## config.mk

```make
export PLATFORM = sky130hd
export DESIGN_NAME = trap_ctrl
export DESIGN_NICKNAME = d
export VERILOG_FILES = /design/src/rtl/trap_ctrl.sv
export SDC_FILE = /design/constraint.sdc
export NUM_CORES = 1
export LEC_CHECK = 0
export ABC_AREA = 1
export CAP_MARGIN = 20
export CORE_AREA = 2 2 209 211
export DETAILED_ROUTE_END_ITERATION = 6
export DIE_AREA = 0 0 211 213
export GPL_TIMING_DRIVEN = 0
export PLACE_DENSITY = 0.6
export RECOVER_POWER = 25
export SLEW_MARGIN = 20
export SYNTH_ARGS = -nofsm -noshare
export SYNTH_HDL_FRONTEND = slang
export SYNTH_SLANG_ARGS = --single-unit
```

## constraint.sdc

```tcl
create_clock -name clk -period 1.9 [get_ports clk]
set_input_delay 0.38 -clock clk [delete_from_list [all_inputs] [get_ports clk]]
set_output_delay 0.38 -clock clk [all_outputs]
set_load 0.01 [all_outputs]
```

## src/rtl/trap_ctrl.sv

```systemverilog
// Trap/interrupt sequencer feeding the CSR unit's shared write port.
// Optional button debounce: define TRAP_BTN_DEBOUNCE_EN.
module trap_ctrl #(
    parameter int          XLEN       = 32,
    parameter int unsigned DEB_CYCLES = 20'd1000000,
    parameter int          DEB_W      = 20
) (
    input  logic            clk,
    input  logic            rstn,
    input  logic            exc_ebreak,
    input  logic            exc_div0,
    input  logic            exc_mem,
    input  logic [XLEN-1:0] exc_pc,
    input  logic [XLEN-1:0] exc_info,
    input  logic            mret,
    input  logic            sw_we,
    input  logic [11:0]     sw_addr,
    input  logic [XLEN-1:0] sw_wdata,
    input  logic [4:0]      btn,
    input  logic [XLEN-1:0] mtevc_dout,
    input  logic [XLEN-1:0] mcause_dout,
    input  logic [XLEN-1:0] mepc_dout,
    input  logic [XLEN-1:0] mtval_dout,
    input  logic [XLEN-1:0] mipd_dout,
    input  logic [XLEN-1:0] bs_dout,
    output logic            csr_we,
    output logic [XLEN-1:0] mtevc_din,
    output logic [XLEN-1:0] mcause_din,
    output logic [XLEN-1:0] mepc_din,
    output logic [XLEN-1:0] mtval_din,
    output logic [XLEN-1:0] mipd_din,
    output logic [XLEN-1:0] bs_din,
    output logic            redirect,
    output logic [XLEN-1:0] redirect_pc,
    output logic            in_trap,
    output logic            trap_lost
);

    typedef enum logic {S_IDLE, S_HANDLER} state_t;

    state_t          r_state;
    logic [4:0]      r_sync1, r_sync2;
    logic [2:0]      w_bcode;
    logic            r_csr_we, r_redirect, r_in_trap, r_trap_lost;
    logic [XLEN-1:0] r_mtevc, r_mcause, r_mepc, r_mtval, r_mipd, r_bs;
    logic [XLEN-1:0] r_rpc;

    function automatic logic [2:0] f_enc(input logic [4:0] b);
        if (b[0])      return 3'd1;
        else if (b[1]) return 3'd2;
        else if (b[2]) return 3'd3;
        else if (b[3]) return 3'd4;
        else if (b[4]) return 3'd5;
        else           return 3'd0;
    endfunction

    always_ff @(posedge clk or negedge rstn) begin
        if (!rstn) begin
            r_sync1 <= '0;
            r_sync2 <= '0;
        end else begin
            r_sync1 <= btn;
            r_sync2 <= r_sync1;
        end
    end

`ifdef TRAP_BTN_DEBOUNCE_EN
    localparam logic [DEB_W-1:0] DEB_MAX = DEB_W'(DEB_CYCLES);

    logic [4:0]       r_deb_vec;
    logic [DEB_W-1:0] r_deb_cnt;
    logic [2:0]       r_bcode;

    always_ff @(posedge clk or negedge rstn) begin
        if (!rstn) begin
            r_deb_vec <= '0;
            r_deb_cnt <= '0;
            r_bcode   <= '0;
        end else if (r_sync2 != r_deb_vec) begin
            r_deb_vec <= r_sync2;
            r_deb_cnt <= '0;
        end else if (r_deb_cnt != DEB_MAX) begin
            r_deb_cnt <= r_deb_cnt + 1'b1;
        end else begin
            r_bcode   <= f_enc(r_deb_vec);
        end
    end

    assign w_bcode = r_bcode;
`else
    assign w_bcode = f_enc(r_sync2);
`endif

    // A write issued last cycle is not yet visible on dout; forward it.
    logic [XLEN-1:0] w_cur_mtevc, w_cur_mcause, w_cur_mepc;
    logic [XLEN-1:0] w_cur_mtval, w_cur_mipd, w_cur_bs;

    assign w_cur_mtevc  = r_csr_we ? r_mtevc  : mtevc_dout;
    assign w_cur_mcause = r_csr_we ? r_mcause : mcause_dout;
    assign w_cur_mepc   = r_csr_we ? r_mepc   : mepc_dout;
    assign w_cur_mtval  = r_csr_we ? r_mtval  : mtval_dout;
    assign w_cur_mipd   = r_csr_we ? r_mipd   : mipd_dout;
    assign w_cur_bs     = r_csr_we ? r_bs     : bs_dout;

    logic            w_exc, w_trap, w_ret, w_sw_hit, w_sw_ok, w_bs_chg, w_we;
    logic [XLEN-1:0] w_cause, w_bcode_x;
    logic [XLEN-1:0] w_nx_mtevc, w_nx_mcause, w_nx_mepc;
    logic [XLEN-1:0] w_nx_mtval, w_nx_mipd, w_nx_bs;

    assign w_exc     = exc_ebreak | exc_div0 | exc_mem;
    assign w_trap    = (r_state == S_IDLE) && w_exc;
    assign w_ret     = (r_state == S_HANDLER) && mret;
    assign w_bcode_x = {{(XLEN-3){1'b0}}, w_bcode};
    assign w_bs_chg  = (w_bcode_x != w_cur_bs);
    assign w_sw_ok   = sw_we && w_sw_hit && !w_trap;
    assign w_we      = w_trap | w_ret | w_sw_ok | w_bs_chg;

    always_comb begin
        w_cause = XLEN'(1);
        if (exc_mem)       w_cause = XLEN'(3);
        else if (exc_div0) w_cause = XLEN'(2);
    end

    always_comb begin
        w_sw_hit    = 1'b1;
        w_nx_mtevc  = w_cur_mtevc;
        w_nx_mcause = w_cur_mcause;
        w_nx_mepc   = w_cur_mepc;
        w_nx_mtval  = w_cur_mtval;
        w_nx_mipd   = w_cur_mipd;
        w_nx_bs     = w_bcode_x;
        case (sw_addr)
            12'h305: if (w_sw_ok) w_nx_mtevc  = sw_wdata;
            12'h342: if (w_sw_ok) w_nx_mcause = sw_wdata;
            12'h341: if (w_sw_ok) w_nx_mepc   = sw_wdata;
            12'h343: if (w_sw_ok) w_nx_mtval  = sw_wdata;
            12'h100: if (w_sw_ok) w_nx_mipd   = sw_wdata;
            12'h000: if (w_sw_ok) w_nx_bs     = sw_wdata;
            default: w_sw_hit = 1'b0;
        endcase
        if (w_trap) begin
            w_nx_mcause = w_cause;
            w_nx_mepc   = exc_pc;
            w_nx_mtval  = exc_info;
            w_nx_mipd   = '0;
        end
        if (w_ret) w_nx_mipd = XLEN'(1);
    end

    always_ff @(posedge clk or negedge rstn) begin
        if (!rstn) begin
            r_state     <= S_IDLE;
            r_csr_we    <= 1'b0;
            r_redirect  <= 1'b0;
            r_rpc       <= '0;
            r_in_trap   <= 1'b0;
            r_trap_lost <= 1'b0;
            r_mtevc     <= '0;
            r_mcause    <= '0;
            r_mepc      <= '0;
            r_mtval     <= '0;
            r_mipd      <= '0;
            r_bs        <= '0;
        end else begin
            r_csr_we    <= w_we;
            r_mtevc     <= w_nx_mtevc;
            r_mcause    <= w_nx_mcause;
            r_mepc      <= w_nx_mepc;
            r_mtval     <= w_nx_mtval;
            r_mipd      <= w_nx_mipd;
            r_bs        <= w_nx_bs;
            r_redirect  <= 1'b0;
            r_trap_lost <= 1'b0;
            case (r_state)
                S_IDLE: begin
                    r_in_trap <= 1'b0;
                    if (w_exc) begin
                        r_state    <= S_HANDLER;
                        r_in_trap  <= 1'b1;
                        r_redirect <= 1'b1;
                        r_rpc      <= w_cur_mtevc;
                    end
                end
                S_HANDLER: begin
                    r_in_trap   <= 1'b1;
                    r_trap_lost <= w_exc;
                    if (mret) begin
                        r_state    <= S_IDLE;
                        r_in_trap  <= 1'b0;
                        r_redirect <= 1'b1;
                        r_rpc      <= w_cur_mepc;
                    end
                end
                default: r_state <= S_IDLE;
            endcase
        end
    end

    assign csr_we      = r_csr_we;
    assign mtevc_din   = r_mtevc;
    assign mcause_din  = r_mcause;
    assign mepc_din    = r_mepc;
    assign mtval_din   = r_mtval;
    assign mipd_din    = r_mipd;
    assign bs_din      = r_bs;
    assign redirect    = r_redirect;
    assign redirect_pc = r_rpc;
    assign in_trap     = r_in_trap;
    assign trap_lost   = r_trap_lost;

endmodule

```

==> impl_metrics.env <==
export IMPL_finClkSkew_ps=24.1
export IMPL_finalNetCount=2511
export IMPL_syn2layout_area_growth_pct=64.7
export IMPL_die_area_um2=44900
export IMPL_core_um2=42700
export IMPL_grt_pass1_wl_um=97800
export IMPL_yosysTopAreaCell="dfrtp_1"
export IMPL_synth_top_area_share=0.475
export IMPL_h_tree_depth=1
export IMPL_cp_max_fo=10
export IMPL_vias=14100
export IMPL_peakVddDrop_mv=0.482
export IMPL_path_clk_slew_ps=60
export IMPL_setup_viol=0
export IMPL_grt_max_degree=92
export IMPL_p_seq_frac=0.299
export IMPL_drtIter0Drc=898
export IMPL_cts_max_path_buffers=3
export IMPL_min_path_type="in -> reg"
export IMPL_wl_um=68600
export IMPL_grt_overflow_total=0
export IMPL_slowest_delay_ps=500
export IMPL_yosys_top_cells_area="dfrtp_1 48%, nand2_1 20%, nand4_1 6.7%"
export IMPL_reg2reg_slack_ps=80
export IMPL_path_class="in -> reg"
export IMPL_crit_chain="clkdlybuf4s50_1, inv_1, nand2_4, nor2_1, nand3_2, nand2_2, nor2_4, nand2_8, buf_4, buf_6, buf_8, nand4_1, o21ai_0"
export IMPL_synth_warnings=0
export IMPL_portBuffers=539
export IMPL_numCtsBuffers=29
export IMPL_design_portCount=540
export IMPL_cp_data_required_time_ps=2340
export IMPL_r2r_start="csr_we"
export IMPL_setup_tns_ps=0
export IMPL_synth_flop_cell="dfrtp_1"
export IMPL_maxSlewViolCount=0
export IMPL_period_needed_ps=1880
export IMPL_worstSetupStartpoint="sw_addr[2]"
export IMPL_seq_area_frac_synth=0.475
export IMPL_clock_latency_ps=580
export IMPL_fp_dieH_um=213
export IMPL_p_per_area_nw_per_um2=1260
export IMPL_worst_setup_path_start_kind="input port"
export IMPL_synth_edf_count=0
export IMPL_comb_power_share=0.469
export IMPL_avgSynthCellArea_um2=7.81
export IMPL_swShare=0.386
export IMPL_clock_power_share=0.232
export IMPL_gp_congestion=0.917
export IMPL_antenna_left=0
export IMPL_hold_violations=0
export IMPL_grt_pass1_vias=14600
export IMPL_dp_slack_ps=-1240
export IMPL_dp_hpwl_um=53000
export IMPL_wl_per_cell_um=24.8
export IMPL_clockRootBuffer="clkbuf_16"
export IMPL_max_slew_margin_rel=0.318
export IMPL_drcViolationCount=0
export IMPL_die_x_um=211
export IMPL_synthArstFlopShare=1.00
export IMPL_syn_inst=1604
export IMPL_intPower_mw=15.9
export IMPL_outcome="complete, no violations"
export IMPL_drt_pass1_iter_count=5
export IMPL_synthesis_area_um2=12500
export IMPL_crit_path_top_delay_cell="clkdlybuf4s50_1"
export IMPL_cp_end_kind="flip-flop"
export IMPL_worstMarginPinSlew_ps=1020
export IMPL_setup_ws_ps=19.5
export IMPL_floorplan_initialDensity=0.293
export IMPL_grt_setup_unrepaired="true"
export IMPL_leakage_nw=10.7
export IMPL_vias_per_cell=5.08
export IMPL_antenna_found_initial=8
export IMPL_rows=76
export IMPL_arrival_ps=2320
export IMPL_clkSinkCount=238
export IMPL_synth_fp_nets=1916
export IMPL_gr_usage_all_layers=0.298
export IMPL_synth_cell_types=29
export IMPL_fin_crit_sh=0.990
export IMPL_synth_seq_cells=238
export IMPL_drive_above_1_share=0.104
export IMPL_cts_tree="done"
export IMPL_worstHoldStart="exc_mem"
export IMPL_power_switching_mw=10.0
export IMPL_maxCapViolCount=0
export IMPL_fmax_ghz=0.532
cells in the mapped netlist (2+ instances only):
| cell type | number |
|---|---|
| inv_1 | 52 |
| dfrtp_1 | 238 |
| clkbuf_1 | 67 |
| o21ai_0 | 5 |
| nor3_1 | 5 |
| buf_1 | 17 |
| nand3_1 | 75 |
| buf_4 | 2 |
| nor3_2 | 2 |
| nor2_4 | 2 |
| nand4_1 | 135 |
| buf_2 | 42 |
| a21oi_1 | 62 |
| mux2i_1 | 66 |
| nor2_1 | 62 |
| nand2_1 | 655 |
| o21a_1 | 32 |
| o211ai_1 | 33 |
| inv_2 | 5 |
| o31ai_1 | 33 |
| nor4_1 | 6 |
layout make-up:
| class | instances | area, um2 |
|---|---|---|
| plain buffers | 125 | 935 |
| diodes | 1 | 2.50 |
| well taps | 546 | 683 |
| repair buffers | 566 | 5760 |
| fillers | 4237 | 22100 |
| clock buffers | 45 | 896 |
| flip-flops and latches | 238 | 5960 |
| clock inverters | 7 | 114 |
| multi-input cells | 1182 | 6070 |
| inverters | 57 | 223 |
path summary, 6_finish.rpt:
kind	end	cells past startpoint
max	bs_din[2]	13
min	mcause_din[0]	3
max reg2reg	csr_we	7
min reg2reg	r_sync2[2]	0
max in group asynchronous	mtval_din[4]	3
min in group asynchronous	redirect_pc[27]	2
critical path, delay by kind of cell:
kind	cells	cell delay, ps
simple gates	7	800
buf+inv	5	1020
compound gates	1	110
cell usage in the layout, fill, tap and decap left out, types with 16 or more instances in the layout:
cell type / n
a21oi_1: 61
buf_2: 16
buf_4: 36
buf_6: 27
clkbuf_1: 23
clkbuf_16: 31
clkbuf_2: 23
clkbuf_4: 17
clkdlybuf4s50_1: 402
dfrtp_1: 237
dlygate4sd2_1: 75
dlymetal6s2s_1: 56
inv_1: 51
mux2i_1: 63
nand2_1: 644
nand3_1: 65
nand4_1: 135
nor2_1: 56
o211ai_1: 33
o21a_1: 32
o31ai_1: 32
stage by stage:
step | instance area [um2] | utilization | cells | power, mW | hold slack, ps
floorplan | 12500 | - | 1604 | 13.3 | 84.4
global route | 20600 | 0.483 | 2766 | 27.4 | 109
CTS | 20200 | 0.473 | 2763 | 25.9 | 222
detailed placement | 18700 | 0.437 | 2691 | 19.9 | 338
finish | 20600 | 0.483 | 2767 | 25.9 | 121
global placement | 18600 | 0.436 | 2689 | 19.7 | 333
power by group through the flow:
| stage | Sequential, mW | Combinational (mW) | Clock [mW] |
|---|---|---|---|
| 4_1_cts | 7.76 | 12.1 | 6.08 |
| 5_1_grt | 7.92 | 13.2 | 6.29 |
| 6_report | 7.76 | 12.1 | 6.01 |
| 3_3_place_gp | 7.82 | 11.9 | 0 |
| 2_1_floorplan | 8.41 | 4.86 | 0 |
| 3_5_place_dp | 7.84 | 12.0 | 0 |
registers in the layout, indices dropped and copies added (netlist names), 5 cells and up:
name,flops
bs_din,32
mcause_din,32
mepc_din,32
mipd_din,32
mtevc_din,32
mtval_din,32
r_sync1,5
r_sync2,5
redirect_pc,32
cells by family (layout without fill, tap and decap cells):
| family | Yosys count | after routing | synth area share |
|---|---|---|---|
| and+or+nand+nor | 949 | 950 | 0.326 |
| DFF | 238 | 238 | 0.475 |
| buffers and inverters | 185 | 800 | 0.0602 |
| xor gates and xnor gates | 1 | 1 | 0.000699 |
| AOI/OAI and AO/OA | 165 | 165 | 0.0855 |
| muxes | 66 | 66 | 0.0527 |
| other | 0 | 1 | 0 |
routing by layer:
metal / track usage / vias up / routed length, um
met4: 0.0814 / 12 / 1770
met3: 0.0702 / 103 / 5280
met1: 0.373 / 6785 / 28300
met5: 0 / - / 78
li1: - / 6554 / -
met2: 0.515 / 599 / 33100
timing repair:
item | 4_1_cts | 5_1_grt
endpoints found under the setup margin | 302 | 250
cloned | 2 | 2
resized for setup | 232 | 171
hold endpoints to repair | 65 | 0
hold buffers | 1 | 0
pin swaps | 10 | 15
buffers inserted | 19 | 2
Power figures use the tool's default switching activity.
